[config.mk]
export PLATFORM = sky130hd
export DESIGN_NAME = serial_deframer
export DESIGN_NICKNAME = d
export VERILOG_FILES = /design/src/rtl/serial_deframer.sv
export SDC_FILE = /design/constraint.sdc
export NUM_CORES = 1
export LEC_CHECK = 0
export ABC_AREA = 1
export CORE_AREA = 2 2 95 97
export DETAILED_ROUTE_END_ITERATION = 8
export DIE_AREA = 0 0 97 99
export PLACE_DENSITY_LB_ADDON = 0.08
export SETUP_SLACK_MARGIN = 0.05
export SKIP_LAST_GASP = 1
export SYNTH_ARGS = -nofsm -noshare
export SYNTH_HDL_FRONTEND = slang
export SYNTH_SLANG_ARGS = --single-unit
[constraint.sdc]
create_clock -name clk -period 6.1 [get_ports clk]
set_input_delay 0.61 -clock clk [delete_from_list [all_inputs] [get_ports clk]]
set_output_delay 0.61 -clock clk [all_outputs]
set_load 0.1 [all_outputs]
[src/rtl/serial_deframer.sv]
// Serial deframer: hunts for a 4-bit sync word, collects a DATA_W-bit payload
// MSB-first, checks even parity, and queues good payloads in a small FIFO.
// Parity failures are counted (saturating); good frames lost to a full FIFO
// raise a sticky overflow flag.
module serial_deframer #(
  parameter int          DATA_W     = 8,
  parameter int          FIFO_DEPTH = 4,
  parameter logic [3:0]  SYNC       = 4'b1011
) (
  input  logic              clk,
  input  logic              reset,
  input  logic              in,
  output logic [DATA_W-1:0] out_data,
  output logic              out_valid,
  input  logic              out_ready,
  output logic [7:0]        parity_err_cnt,
  output logic              overflow,
  output logic              busy
);

  localparam int CNT_W = (DATA_W > 1) ? $clog2(DATA_W) : 1;
  localparam int PTR_W = $clog2(FIFO_DEPTH);
  localparam int OCC_W = PTR_W + 1;

  localparam logic [CNT_W-1:0] LAST_BIT = CNT_W'(DATA_W - 1);
  localparam logic [OCC_W-1:0] FULL_OCC = OCC_W'(FIFO_DEPTH);

  typedef enum logic [1:0] {HUNT, DATA, PARITY} state_t;

  state_t              state_q, state_d;
  logic [3:0]          window_q, window_d;
  logic [CNT_W-1:0]    bit_cnt_q, bit_cnt_d;
  logic [DATA_W-1:0]   payload_q, payload_d;
  logic [7:0]          perr_q, perr_d;
  logic                overflow_q, overflow_d;
  logic                busy_q, busy_d;
  logic [PTR_W-1:0]    wr_ptr_q, wr_ptr_d;
  logic [PTR_W-1:0]    rd_ptr_q, rd_ptr_d;
  logic [OCC_W-1:0]    occ_q, occ_d;
  logic [DATA_W-1:0]   mem_q [FIFO_DEPTH];

  logic                push;
  logic                pop;
  logic                fifo_full;

  assign out_valid      = (occ_q != '0);
  assign out_data       = out_valid ? mem_q[rd_ptr_q] : '0;
  assign parity_err_cnt = perr_q;
  assign overflow       = overflow_q;
  assign busy           = busy_q;
  assign fifo_full      = (occ_q == FULL_OCC);
  assign pop            = out_valid && out_ready;

  // Next-state logic for the framing FSM, error counters and FIFO pointers.
  always_comb begin
    state_d    = state_q;
    window_d   = window_q;
    bit_cnt_d  = bit_cnt_q;
    payload_d  = payload_q;
    perr_d     = perr_q;
    overflow_d = overflow_q;
    push       = 1'b0;

    case (state_q)
      HUNT: begin
        window_d = {window_q[2:0], in};
        if ({window_q[2:0], in} == SYNC) begin
          state_d   = DATA;
          bit_cnt_d = '0;
        end
      end
      DATA: begin
        payload_d = {payload_q[DATA_W-2:0], in};
        bit_cnt_d = bit_cnt_q + CNT_W'(1);
        if (bit_cnt_q == LAST_BIT) begin
          state_d = PARITY;
        end
      end
      PARITY: begin
        state_d  = HUNT;
        window_d = '0;
        if ((^{payload_q, in}) == 1'b0) begin
          // A pop in the same cycle frees the slot this push needs.
          if (!fifo_full || pop) begin
            push = 1'b1;
          end else begin
            overflow_d = 1'b1;
          end
        end else if (perr_q != 8'hFF) begin
          perr_d = perr_q + 8'd1;
        end
      end
      default: begin
        state_d = HUNT;
      end
    endcase

    busy_d   = (state_d != HUNT);
    wr_ptr_d = push ? wr_ptr_q + PTR_W'(1) : wr_ptr_q;
    rd_ptr_d = pop  ? rd_ptr_q + PTR_W'(1) : rd_ptr_q;
    occ_d    = occ_q + OCC_W'(push) - OCC_W'(pop);
  end

  // State registers with synchronous active-low reset.
  always_ff @(posedge clk) begin
    if (!reset) begin
      state_q    <= HUNT;
      window_q   <= '0;
      bit_cnt_q  <= '0;
      payload_q  <= '0;
      perr_q     <= '0;
      overflow_q <= 1'b0;
      busy_q     <= 1'b0;
      wr_ptr_q   <= '0;
      rd_ptr_q   <= '0;
      occ_q      <= '0;
    end else begin
      state_q    <= state_d;
      window_q   <= window_d;
      bit_cnt_q  <= bit_cnt_d;
      payload_q  <= payload_d;
      perr_q     <= perr_d;
      overflow_q <= overflow_d;
      busy_q     <= busy_d;
      wr_ptr_q   <= wr_ptr_d;
      rd_ptr_q   <= rd_ptr_d;
      occ_q      <= occ_d;
    end
  end

  // FIFO storage; the payload register already holds the full frame on the parity cycle.
  always_ff @(posedge clk) begin
    if (reset && push) begin
      mem_q[wr_ptr_q] <= payload_q;
    end
  end

endmodule

Yosys cells after proc, flatten, opt, wreduce, memory -nomap -nowiden
Memory sizes are Yosys's and may differ from the RTL's. A register that Yosys moved wholly into a read port is not among the register bits.
Cells that the tools add are included.
{"block": "totals", "regBits": 33, "latchBits": 0, "mem_bits_rw": 32, "mem_bits_ro": 0, "input_bits": 4, "output_inout_bits": 19, "word_cells": 53, "memories": 1}
{"name": "mem_q", "words": 4, "width": 8, "rd": 1, "rd_ports_with_merged_regs": 1, "wr": 1, "line": "40", "source": "logic [DATA_W-1:0] mem_q [FIFO_DEPTH];"}
{"block": "op_classes", "addsub": 6, "multipliers": 0, "n_div": 0, "n_lt_le_gt_ge": 0, "n_eq_ne": 7, "shifts": 0, "mux": 14, "n_bitwise": 2, "n_reduce_logical": 13}
{"op": "case mux 3 bit (2 select lines)", "count": 2}
{"op": "XOR reduction 9 bit", "count": 1}
{"op": "adder 8 x 1 -> 8 bit, second input constant", "count": 1}
{"op": "2-to-1 mux 2 bit", "count": 4}
{"op": "2-to-1 mux 8 bit", "count": 1}
{"op": "!= test 8 bit, second input constant", "count": 1}
{"op": "equality test 3 bit, second input constant", "count": 2}
{"op": "AND reduction 3 bit", "count": 2}
{"op": "nonzero test 2 bit", "count": 3}
{"op": "2-to-1 mux 1 bit", "count": 5}
{"op": "adder 2 x 1 -> 2 bit, second input constant", "count": 2}
{"op": "equality test 4 bit, second input constant", "count": 1}
{"op": "case mux 2 bit (2 select lines)", "count": 1}
{"op": "adder 3 x 1 -> 3 bit", "count": 1}
{"op": "adder 3 x 1 -> 3 bit, second input constant", "count": 1}
{"op": "2-to-1 mux 3 bit", "count": 1}
{"op": "nonzero test 3 bit", "count": 1}
{"op": "subtractor 3 x 1 -> 3 bit", "count": 1}
{"op": "equality test 2 x 1 -> 1 bit, second input constant", "count": 1}
{"op": "equality test 2 bit, second input constant", "count": 1}
{"op": "logical AND 1 bit", "count": 2}
{"op": "logical NOT 2 bit", "count": 1}
{"op": "!= test 2 bit, second input constant", "count": 1}
{"op": "inverter 1 bit", "count": 2}
{"op": "3 further kinds", "count": 3}

Longest topological paths before layout
{"block": "depth", "word_depth": 9, "mapped_depth": 15, "depth_no_buf": 15}

Least setup slack after synthesis
No wires, ideal clock.
{"block": "synth_path", "path_kind": "flip-flop to output port", "from": "register occ_q[1]", "to": "output port out_data[0]", "arrival_ns": 3.037, "required_time_ns": 5.490, "slack_ns": 2.453, "stages_incl_launch_ff": 5, "path_buffers": 0, "cell_sequence": "dfxtp_1 -> nor2_1 -> nand2_1 -> clkinv_1 -> a21oi_1"}
{"block": "synth_between", "elab_chain_cells": 2}
{"element": "start, declared", "line": "39", "source": "logic [OCC_W-1:0] occ_q, occ_d;"}
{"element": "start signal, assigned", "line": "116", "source": "occ_q <= '0;"}
{"element": "start signal, assigned", "line": "127", "source": "occ_q <= occ_d;"}
{"element": "nonzero test 3 bit", "line": "46", "source": "assign out_valid = (occ_q != '0);"}
{"element": "via out_valid", "line": "14", "source": "output logic out_valid,"}
{"element": "2-to-1 mux 8 bit", "line": "47", "source": "assign out_data = out_valid ? mem_q[rd_ptr_q] : '0;"}
{"element": "end, declared", "line": "13", "source": "output logic [DATA_W-1:0] out_data,"}
The timed path passes the listed nets, and every way through them passes these cells.

==> flow_metrics.py <==
metrics = {
    "placed_design": {
        "gp_congestion": 0.7366,
        "postPlaceCellArea_um2": 3281,
        "port_buffers": 22,
        "dp_hpwl_mm": 3.936,
    },
    "worst_hold_path": {
        "min_from": "window_q[2]",
        "hold_depth": 2,
        "hp-class": "register to register",
        "hold_end": "window_q[2]",
    },
    "critical_path": {
        "critPathKind": "register to output port",
        "crit_top_cell": "nor2_1",
        "critPathMaxStageDelay_ns": 1.17,
        "crit_required_ns": 5.49,
        "r2r-end": "occ_q[2]",
        "reg2reg_depth": 15,
        "arrival_ns": 2.72,
        "path_buf_inv": 1,
        "endpoint_kind": "output port",
        "cp-start-kind": "register",
        "r2r_slack_ns": 3.44,
        "cp_max_fo": 17,
        "crit_path_top_delay_cell": "clkdlybuf4s50_1",
        "path_cells": "nor2_1 -> nor2_1 -> o21ai_0 -> a21oi_1 -> clkdlybuf4s50_1",
        "timing.rr.start": "payload_q[0]",
        "crit_family": "buffers and inverters",
    },
    "route": {
        "firstDrtPassIters": 4,
        "drt-met1-wl_mm": 2.938,
        "post_drt_via_cell_ratio": 4.538,
        "wl_met2_mm": 2.633,
        "drt_iter0_drc": 77,
        "via_count": 2124,
        "routed_wl_mm": 5.830,
        "wl_per_cell_um": 12.46,
        "top_layer": "met4",
        "drc": 0,
        "wl_met3_um": 138,
        "drtAntennaViolNets": 0,
    },
    "die": {
        "io-pin-count": 23,
        "die_w_um": 97,
        "die_h_um": 99,
        "num_rows": 34,
        "core_um2": 8551,
        "initial_core_util_pct": 34.61,
        "dieArea_um2": 9603,
    },
    "clock_network": {
        "clkSlewWorstSetupHoldPaths_ns": 0.07,
        "clock_path_buffers": 2,
        "cts.sinks": 67,
        "cts_resized": 0,
        "clkLatencyLatePin_ns": 0.34,
        "hold_buffers": 0,
        "htreeDepth": 3,
        "clockRootBuffer": "clkbuf_8",
        "tritoncts": "done",
        "postCtsSetupBuffers": 0,
        "cts_buffers": 9,
    },
    "logic_synthesis": {
        "ys_ff_latch": 67,
        "synth.most_common_cell": "nor2_1",
        "ys_types": 30,
        "ys_warn_count": 0,
        "synth_cells": 330,
        "ys.flop_type": "dfxtp_1",
        "synth_area_leader_cell": "edfxtp_1",
        "yosysSeqAreaShare_pct": 56.15,
        "synth_area_leaders": "edfxtp_1, dfxtp_1, nor2_1",
        "synth_nets": 344,
        "netlist_area_um2": 2959,
        "synth-edff-count": 32,
        "synth_area_per_cell_um2": 8.967,
        "synth_top_cell_area_share_pct": 32.47,
        "netlist_top_cells_count": "nor2_1, nand2_1, inv_1, dfxtp_1, edfxtp_1",
        "async_flop_share_pct": 0,
    },
    "job": {
        "max-cap-violations": 0,
    },
    "finish": {
        "diodes": 0,
        "nets": 369,
        "areaGrowthSynthToFinish_pct": 17.38,
        "finish.utilization_pct": 40.62,
        "fin_area_um2": 3473,
        "drive_above_1_share_pct": 8.889,
    },
    "sta": {
        "period_share_pct": 54.66,
        "fin_tns_setup_ns": 0,
        "worstMarginPinSlew_ns": 0.9827,
        "setup_violations": 0,
        "rsz0062_at_grt": "false",
        "final.setup_skew_ns": 0.008170,
        "relSlewSlack_pct": 34.28,
        "final_hold_viol_count": 0,
        "slew_violations": 0,
        "fin_crit_ns": 3.334,
        "hold_slack_ns": 0.4631,
        "fmax_mhz": 299.9,
    },
    "power_and_ir_drop": {
        "p_total_uw": 1256,
        "p_per_area_nw_per_um2": 361.6,
        "leakagePower_uw": 0.001371,
        "ir_drop_uv": 138.3,
    },
    "global_route": {
        "grt_pass1_vias": 1972,
        "grt_usage_pct": 12.72,
        "grt_max_degree": 21,
        "antenna_found_initial": 0,
        "grt_first_pass_wirelength_mm": 9.535,
        "grt_overflow": 0,
    },
    "outcome": {
        "status": "completed",
    },
}
==> flip-flops by register name, summed over array words and instances, names as in the netlist, named ones only <==
name and cells:
parity_err_cnt 8, overflow 1, busy 1, payload_q 8
mem_q 32, bit_cnt_q 3, window_q 3, wr_ptr_q 2
state_q 2, rd_ptr_q 2, occ_q 3
==> power breakdown <==
part	switching, µW	total (µW)	internal, µW	leakage, µW
Sequential	25.4	509	483	0.000608
Combinational	294	385	90.9	0.000666
Clock	175	363	187	0.0000966
Total	495	1260	761	0.00137
==> worst min-delay path, stage by stage, from the launching register on <==
cell	delay, ns
dfxtp_1	0.31
nand2_1	0.05
a21oi_1	0.05
==> cell type report <==
class,count,area (µm²)
repair buffers,23,227.7
inverters,42,157.7
fillers,869,5077
flip-flops and latches,67,1662
clock inverters,7,68.82
multi-input cells,212,1099
clock buffers,9,123.9
well taps,108,135.1
==> per-stage QoR <==
step	worst slack (ns)	instances
finish	2.766	468
global route	2.575	468
CTS	2.692	468
detailed placement	2.816	452
global placement	2.890	452
floorplan	2.453	330
==> how the worst max path moves through the flow <==
stage / from / endpoint / depth (start not counted)
after floorplan: occ_q[1] / out_data[0] / 4
after global placement: in / occ_q[2] / 16
after detailed placement: in / occ_q[2] / 16
after CTS: register / out_data[2] / 5
after global routing: register / out_data[1] / 5
final: register / out_data[2] / 5
==> placed cells by master, fill, tap and decap left out, types with 2 or more instances in the layout <==
master            n
a21oi_1          30
clkbuf_8          9
clkdlybuf4s50_1  22
clkinv_1          2
clkinv_2          2
clkinv_4          2
dfxtp_1          35
edfxtp_1         32
ha_1              9
inv_1            37
inv_2             4
nand2_1          48
nand2_2           3
nand3_1           8
nand3_2           3
nand4_1           5
nor2_1           61
nor3_1            2
o21ai_0          27
or2_2             2
xnor2_1           3
xor2_1            3
==> routing by layer <==
layer	track usage, %	up-vias
met1	16.32	963
li1	-	1123
met2	20.78	27
met5	0	-
met4	6.176	0
met3	2.340	11
==> cells by family (layout without fill, tap and decap cells) <==
group / after synthesis / in the layout / share of synthesized area (%)
AO/OA/AOI/OAI: 59 / 59 / 10.19
buffers and inverters: 51 / 81 / 6.722
adder cells (fa/ha/maj): 10 / 10 / 4.482
XOR/XNOR: 6 / 6 / 1.776
flip-flops: 67 / 67 / 56.15
AND/OR/NAND/NOR: 137 / 137 / 20.68
Note: power is estimated with default switching activity, not from simulation.
